**src/rtl/spi_flash_pkg.sv**
```systemverilog
// Shared definitions for the AHB-Lite SPI flash reader: command code, HTRANS codes, FSM states.
package spi_flash_pkg;

    localparam logic [7:0] CMD_READ = 8'h03;

    localparam logic [1:0] HTRANS_IDLE   = 2'b00;
    localparam logic [1:0] HTRANS_BUSY   = 2'b01;
    localparam logic [1:0] HTRANS_NONSEQ = 2'b10;
    localparam logic [1:0] HTRANS_SEQ    = 2'b11;

    typedef enum logic [2:0] {
        ST_IDLE,
        ST_GAP,
        ST_SHIFT,
        ST_DONE,
        ST_ERR1,
        ST_ERR2
    } state_e;

    // Flash bytes arrive first-byte-in-MSB; the bus word is little-endian.
    function automatic logic [31:0] swap_bytes(input logic [31:0] w);
        return {w[7:0], w[15:8], w[23:16], w[31:24]};
    endfunction

endpackage

```
**src/rtl/spi_bit_engine.sv**
```systemverilog
// Mode-0 SPI shifter: sends {READ, addr} MSB first, then clocks in 32 data bits.
module spi_bit_engine
    import spi_flash_pkg::*;
#(
    parameter int unsigned CLK_DIV = 1
) (
    input  logic        i_clk,
    input  logic        i_rst,
    input  logic        i_start,
    input  logic [23:0] i_addr,
    input  logic        i_miso,
    output logic        o_busy,
    output logic        o_last,
    output logic        o_sck,
    output logic        o_mosi,
    output logic [31:0] o_rdata
);

    localparam logic [7:0] DIV_MAX = 8'(CLK_DIV - 1);

    logic        r_busy;
    logic        r_sck;
    logic [7:0]  r_div;
    logic [5:0]  r_bit;
    logic [31:0] r_tx;
    logic [31:0] r_rx;
    logic        w_div_end;

    assign w_div_end = (r_div == DIV_MAX);

    always_ff @(posedge i_clk) begin
        if (i_rst) begin
            r_busy <= 1'b0;
            r_sck  <= 1'b0;
            r_div  <= 8'd0;
            r_bit  <= 6'd0;
            r_tx   <= 32'd0;
            r_rx   <= 32'd0;
        end else if (i_start) begin
            r_busy <= 1'b1;
            r_sck  <= 1'b0;
            r_div  <= 8'd0;
            r_bit  <= 6'd0;
            r_tx   <= {CMD_READ, i_addr};
        end else if (r_busy) begin
            if (w_div_end) begin
                r_div <= 8'd0;
                if (!r_sck) begin
                    r_sck <= 1'b1;
                    r_rx  <= {r_rx[30:0], i_miso};
                end else begin
                    // Zero fill keeps MOSI low once the command/address has gone out.
                    r_sck <= 1'b0;
                    r_tx  <= {r_tx[30:0], 1'b0};
                    r_bit <= r_bit + 6'd1;
                    if (r_bit == 6'd63) begin
                        r_busy <= 1'b0;
                    end
                end
            end else begin
                r_div <= r_div + 8'd1;
            end
        end
    end

    assign o_busy  = r_busy;
    assign o_last  = r_busy & r_sck & w_div_end & (r_bit == 6'd63);
    assign o_sck   = r_sck;
    assign o_mosi  = r_tx[31];
    assign o_rdata = r_rx;

endmodule

```
**src/rtl/ahbl_spi_flash_reader.sv**
```systemverilog
// AHB-Lite instruction-fetch slave reading SPI NOR flash with a one-word fetch buffer.
module ahbl_spi_flash_reader
    import spi_flash_pkg::*;
#(
    parameter int unsigned CLK_DIV      = 1,
    parameter int unsigned CS_GAP       = 2,
    parameter logic [23:0] FLASH_OFFSET = 24'h000000
) (
    input  logic        clk_i,
    input  logic        rst_i,
    input  logic        flush_i,
    input  logic        ahbl_hsel_i,
    input  logic [31:0] ahbl_haddr_i,
    input  logic [1:0]  ahbl_htrans_i,
    input  logic        ahbl_hwrite_i,
    input  logic [2:0]  ahbl_hsize_i,
    input  logic        ahbl_hready_i,
    input  logic [31:0] ahbl_hwdata_i,
    output logic        ahbl_hreadyout_o,
    output logic        ahbl_hresp_o,
    output logic [31:0] ahbl_hrdata_o,
    output logic        spi_cs,
    output logic        spi_clk,
    output logic        spi_mosi,
    input  logic        spi_miso
);

    localparam logic [7:0] CS_GAP_W  = 8'(CS_GAP);
    localparam logic [7:0] CS_GAP_M1 = 8'(CS_GAP - 1);

    state_e      r_state;
    logic        r_hreadyout;
    logic        r_hresp;
    logic [31:0] r_hrdata;
    logic        r_spi_cs;
    logic [7:0]  r_cs_cnt;
    logic        r_buf_valid;
    logic [21:0] r_buf_tag;
    logic [31:0] r_buf_data;
    logic [21:0] r_tag;
    logic [23:0] r_faddr;

    logic        w_accept;
    logic        w_hit;
    logic        w_gap_ok;
    logic        w_start;
    logic [23:0] w_faddr;
    logic [23:0] w_start_addr;
    logic        w_eng_busy;
    logic        w_eng_last;
    logic [31:0] w_eng_rdata;
    logic [31:0] w_word;
    logic        w_unused;

    assign w_accept = ((r_state == ST_IDLE) || (r_state == ST_DONE) || (r_state == ST_ERR2))
                      && ahbl_hsel_i && ahbl_hready_i && ahbl_htrans_i[1];
    assign w_hit    = r_buf_valid && (r_buf_tag == ahbl_haddr_i[23:2]);
    // r_cs_cnt holds high cycles before this one, so the current cycle counts as one more.
    assign w_gap_ok = r_spi_cs && (r_cs_cnt >= CS_GAP_M1);
    assign w_faddr  = {ahbl_haddr_i[23:2], 2'b00} + FLASH_OFFSET;

    assign w_start = (w_accept && !ahbl_hwrite_i && !w_hit && w_gap_ok)
                     || ((r_state == ST_GAP) && w_gap_ok);
    assign w_start_addr = (r_state == ST_GAP) ? r_faddr : w_faddr;
    assign w_word       = swap_bytes(w_eng_rdata);

    spi_bit_engine #(
        .CLK_DIV (CLK_DIV)
    ) u_engine (
        .i_clk   (clk_i),
        .i_rst   (rst_i),
        .i_start (w_start),
        .i_addr  (w_start_addr),
        .i_miso  (spi_miso),
        .o_busy  (w_eng_busy),
        .o_last  (w_eng_last),
        .o_sck   (spi_clk),
        .o_mosi  (spi_mosi),
        .o_rdata (w_eng_rdata)
    );

    always_ff @(posedge clk_i) begin
        if (rst_i) begin
            r_state     <= ST_IDLE;
            r_hreadyout <= 1'b1;
            r_hresp     <= 1'b0;
            r_hrdata    <= 32'd0;
            r_spi_cs    <= 1'b1;
            r_cs_cnt    <= CS_GAP_W;
            r_buf_valid <= 1'b0;
            r_buf_tag   <= 22'd0;
            r_buf_data  <= 32'd0;
            r_tag       <= 22'd0;
            r_faddr     <= 24'd0;
        end else begin
            if (!r_spi_cs) begin
                r_cs_cnt <= 8'd0;
            end else if (r_cs_cnt < CS_GAP_W) begin
                r_cs_cnt <= r_cs_cnt + 8'd1;
            end

            unique case (r_state)
                ST_IDLE, ST_DONE, ST_ERR2: begin
                    r_state     <= ST_IDLE;
                    r_hreadyout <= 1'b1;
                    r_hresp     <= 1'b0;
                    r_spi_cs    <= 1'b1;
                    if (w_accept) begin
                        if (ahbl_hwrite_i) begin
                            r_state     <= ST_ERR1;
                            r_hreadyout <= 1'b0;
                            r_hresp     <= 1'b1;
                        end else if (w_hit) begin
                            r_hrdata <= r_buf_data;
                        end else begin
                            r_tag       <= ahbl_haddr_i[23:2];
                            r_faddr     <= w_faddr;
                            r_hreadyout <= 1'b0;
                            if (w_gap_ok) begin
                                r_state  <= ST_SHIFT;
                                r_spi_cs <= 1'b0;
                            end else begin
                                r_state <= ST_GAP;
                            end
                        end
                    end
                end
                ST_GAP: begin
                    if (w_gap_ok) begin
                        r_state  <= ST_SHIFT;
                        r_spi_cs <= 1'b0;
                    end
                end
                ST_SHIFT: begin
                    if (w_eng_last) begin
                        r_state     <= ST_DONE;
                        r_spi_cs    <= 1'b1;
                        r_hreadyout <= 1'b1;
                        r_hrdata    <= w_word;
                        r_buf_data  <= w_word;
                        r_buf_tag   <= r_tag;
                        r_buf_valid <= 1'b1;
                    end
                end
                ST_ERR1: begin
                    r_state     <= ST_ERR2;
                    r_hreadyout <= 1'b1;
                    r_hresp     <= 1'b1;
                end
                default: begin
                    r_state <= ST_IDLE;
                end
            endcase

            // Flush overrides a buffer load in the same cycle.
            if (flush_i) begin
                r_buf_valid <= 1'b0;
            end
        end
    end

    assign ahbl_hreadyout_o = r_hreadyout;
    assign ahbl_hresp_o     = r_hresp;
    assign ahbl_hrdata_o    = r_hrdata;
    assign spi_cs           = r_spi_cs;

    assign w_unused = ^{ahbl_haddr_i[31:24], ahbl_haddr_i[1:0], ahbl_htrans_i[0], ahbl_hsize_i,
                        ahbl_hwdata_i, w_eng_busy};

endmodule

```
**config.mk**
```make
export PLATFORM = sky130hd
export DESIGN_NAME = ahbl_spi_flash_reader
export DESIGN_NICKNAME = d
export VERILOG_FILES = /design/src/rtl/spi_flash_pkg.sv /design/src/rtl/spi_bit_engine.sv /design/src/rtl/ahbl_spi_flash_reader.sv
export SDC_FILE = /design/constraint.sdc
export NUM_CORES = 1
export LEC_CHECK = 0
export ABC_CLOCK_PERIOD_IN_PS = 3500
export CAP_MARGIN = 10
export CORE_AREA = 8 8 125 150
export DETAILED_ROUTE_END_ITERATION = 8
export DIE_AREA = 0 0 133 158
export MAX_ROUTING_LAYER = met4
export PLACE_DENSITY = 0.75
export SLEW_MARGIN = 20
export SYNTH_ARGS = -nofsm -noshare
export SYNTH_HDL_FRONTEND = slang
export SYNTH_SLANG_ARGS = --single-unit
```
**constraint.sdc**
```tcl
create_clock -name clk_i -period 3.5 [get_ports clk_i]
set_input_delay 0.875 -clock clk_i [delete_from_list [all_inputs] [get_ports clk_i]]
set_output_delay 0.875 -clock clk_i [all_outputs]
set_load 0.005 [all_outputs]
```
==> summary.md <==
| Metric | Value |
|---|---|
| Run status | `completed` |
| DRC | `0` |
| Yosys warns | `0` |
| First-pass GRT wire length | `just over 30000 um` |
| TritonRoute pass-1 iters | `4` |
| GRT overflow | `0` |
| Power Dens Cells | `roughly 460 nW/um2` |
| Period utilization | `86.6%` |
| Syn avg cell area | `~9.5 um2` |
| I/O Buffers | `66` |
| Worst-Margin Slew | `approximately 0.65 ns` |
| CTS H-tree lvls | `1` |
| Initial antenna violation count | `0` |
| Clock-pin slew on the worst setup and hold paths | `~0.06 ns` |
| Fmax | `330 MHz` |
| Worst R2R Setup Slack | `between 0.9 and 1 ns` |
| Post-Syn Nets | `around 1000` |
| Placed cell count | `1152` |
| Height of the chip | `roughly 160 um` |
| Slowest stage delay, CP | `about 0.6 ns` |
| Distinct cells, synth | `48` |
| Number of global-route vias before repair | `approximately 6400` |
| Hold buffers post-CTS | `0` |
| #FFs+latches synth | `roughly 200` |
| Largest area contributor in the netlist | `dfxtp_1` |
| CP max-delay cell | `or4_1` |
| GRT Max-Usage Layer | `met2` |
| # Post-CTS Setup Buffers | `0` |
| Post-synth top area share | `between 40% and 50%` |
| Hold Crit Class | `flip-flop to flip-flop` |
| Clock sinks | `around 200` |
| Peak supply drop | `between 0.0003 and 0.0004 V` |
| Skew-Pair Late Insertion Delay | `about 0.49 ns` |
| Core ar. | `around 16000 um2` |
| Setup tns final | `0 ns` |
| Gr usage total | `about 18%` |
| Max Cap Viol | `0` |
| Routed wire length | `18500 um` |
| Area of the multi-input gates | `between 4000 and 5000 um2` |
| Seq/Total Area, Yosys | `between 40% and 50%` |
| Endpoints failing hold | `0` |
| Cells after Synth | `approximately 900` |
| Crit path buffers/inverters | `2` |
| Synth area leaders | `dfxtp_1, mux2i_1, nand2_1` |
| Met2 Use GR | `31.4%` |
| Fin nets | `~1000` |
| Crit path arrival time | `about 3.4 ns` |
| Fillcell total | `approximately 1400` |
| TritonCTS Buffers | `20` |
| Slew Limit Fails | `0` |
| Ant. Diodes | `0` |
| Via count | `around 6500` |
| Maximum buffer depth of the clock tree | `3` |
| IO Pins | `113` |
| CP Launch Type | `primary input` |
| Largest net degree at the start of global routing | `a little over 90` |
| Initial Util | `between 50% and 60%` |
| HPWL after detailed placement | `11700 um` |
| Max Clock Skew | `slightly below 0.007 ns` |
| Crit path cell chain | `clkdlybuf4s50_1 -> xnor2_1 -> nand4_1 -> or4_1 -> o31a_2 -> nor3b_2 -> buf_12 -> mux2i_1` |
| FF/Latch Area | `between 4000 and 5000 um2` |
| Post-route insts no fill | `about 1200` |
| Total power | `between 4 and 5 mW` |
| Final critical-path required period | `between 3 and 4 ns` |
| Leak Pwr | `3.69 nW` |
| DR WL/cell | `15.6 um` |
| M3 GR Usage | `3.33%` |
| Die Span X | `133 um` |
| Crit path required time | `3.91 ns` |
| Setup-failing EPs final | `0` |
| Site Rows | `52` |
| Die area | `roughly 21000 um2` |
| Post-DRT Antenna Nets | `0` |
| CTS root buffer | `clkbuf_16` |
| Vias per cell | `roughly 5.5` |
| Slew margin rel. | `56.5%` |
| CTS tree | `done` |
| CP Max Fanout | `32` |
| Cell family with most CP delay | `simple AND/OR/NAND/NOR gates` |
| RSZ-0062 raised after global routing | `false` |
| Mapped cell area | `between 8000 and 9000 um2` |
| Gpl congestion | `about 0.73` |
| Kind of critical path | `primary input to flip-flop` |
| Crit. End Element | `flip-flop` |
| Cts repair resizes | `0` |
| Met1 Use GR | `a little over a fifth` |
| Initial drt markers | `487` |
| Area growth from synthesis to layout | `17.5%` |
| Share of layout cells above drive strength 1 | `approximately a tenth` |
==> layout by cell type (no fill, tap or decap), types with 21 or more instances in the layout <==
master / Yosys / layout
o31ai_2: 30 / 30
a211oi_1: 44 / 44
nand4b_1: 32 / 32
clkdlybuf4s50_1: 0 / 65
nand2_1: 135 / 135
dfxtp_1: 201 / 201
xnor2_1: 21 / 21
nand2b_1: 38 / 38
nor2_1: 50 / 50
a21oi_1: 69 / 69
clkbuf_16: 0 / 21
and2_1: 28 / 27
mux2i_1: 108 / 108
==> synthesized netlist by cell type, drive strengths merged <==
| master | number |
|---|---|
| dfxtp | 201 |
| nand2 | 135 |
| mux2i | 108 |
| a21oi | 69 |
| nor2 | 50 |
| clkbuf | 46 |
| a211oi | 44 |
| nand2b | 38 |
| o31ai | 33 |
| nand4b | 32 |
| buf | 31 |
| and2 | 29 |
| xnor2 | 21 |
| xor2 | 15 |
| nand3 | 9 |
| nand4 | 7 |
| ha | 6 |
| inv | 6 |
| nor4 | 5 |
| and3 | 4 |
| o21ai | 4 |
| a31oi | 3 |
| nor2b | 3 |
| o21bai | 3 |
| or2 | 3 |
| a21o | 2 |
| nor3b | 2 |
| or3 | 2 |
| a2111oi | 1 |
| a41oi | 1 |
| mux2 | 1 |
| nand3b | 1 |
| nor3 | 1 |
| o21a | 1 |
| o21ba | 1 |
| o31a | 1 |
| or4 | 1 |
| or4b | 1 |
==> path summary, 6_finish.rpt <==
check | cells past startpoint | to | from
worst max-delay path | 8 | u_engine.o_rdata[4]$_SDFFE_PP0P_ | ahbl_haddr_i[5]
worst min-delay path | 2 | u_engine.r_tx[30]$_SDFFE_PP0P_ | u_engine.r_tx[29]$_SDFFE_PP0P_
worst max register to register | 8 | u_engine.r_tx[4]$_SDFFE_PP0P_ | u_engine.r_div[0]$_SDFFE_PP0P_
worst min register to register | 2 | u_engine.r_tx[30]$_SDFFE_PP0P_ | u_engine.r_tx[29]$_SDFFE_PP0P_
==> registers in the layout, summed over array words and instances, names as in the netlist <==
| signal | cells |
|---|---|
| ahbl_hrdata_o | 32 |
| ahbl_hreadyout_o | 1 |
| ahbl_hresp_o | 1 |
| r_buf_data | 32 |
| r_buf_tag | 22 |
| r_buf_valid | 1 |
| r_cs_cnt | 8 |
| r_state | 3 |
| r_tag | 22 |
| spi_cs | 1 |
| u_engine.o_busy | 1 |
| u_engine.o_rdata | 32 |
| u_engine.o_sck | 1 |
| u_engine.r_bit | 6 |
| u_engine.r_div | 8 |
| u_engine.r_tx | 30 |
==> stage by stage <==
step | cell area, um2 | utilization (%) | hold slack (ns) | setup WS (ns)
after floorplan | 8750 | - | 0.427 | 0.728
after global placement | 9640 | 58.6 | 0.432 | 0.00322
after detailed placement | 9640 | 58.6 | 0.439 | -0.0250
after CTS | 10300 | 62.5 | 0.446 | 0.472
after global routing | 10300 | 62.5 | 0.461 | 0.370
final | 10300 | 62.5 | 0.444 | 0.470
==> power breakdown <==
group | internal, mW | total, mW | switching (mW)
combinational | 0.145 | 0.297 | 0.152
sequential | 2.32 | 2.34 | 0.0221
clock | 1.22 | 2.07 | 0.848
==> logic make-up after synthesis <==
kind of cell	share of synthesized area, %
AOI/OAI and AO/OA	13.7
xor gates and xnor gates	3.60
adders and majority gates	0.858
buffers and inverters	4.39
DFF	46.0
muxes	12.5
and+or+nand+nor	19.0
==> layout make-up <==
| class | count | area share (%) |
|---|---|---|
| inverters | 6 | 0.219 |
| flip-flops and latches | 201 | 39.1 |
| well taps | 216 | 2.63 |
| repair buffers | 92 | 9.31 |
| multi-input cells | 637 | 42.5 |
| clock inverters | 4 | 0.219 |
| clock buffers | 30 | 6.02 |
==> worst min-delay path, delay by kind of cell (launching register included) <==
kind	cells	cell delay, ns
DFF	1	0.31
and+or+nand+nor	1	0.05
AOI/OAI and AO/OA	1	0.05
==> metal layers <==
layer  vias up  wire, um
met1      3079      8140
met2       100      9300
met3        24       747
met4         0       281
met5         -         0
li1       3276         -
Note: power is estimated with default switching activity, not from simulation.
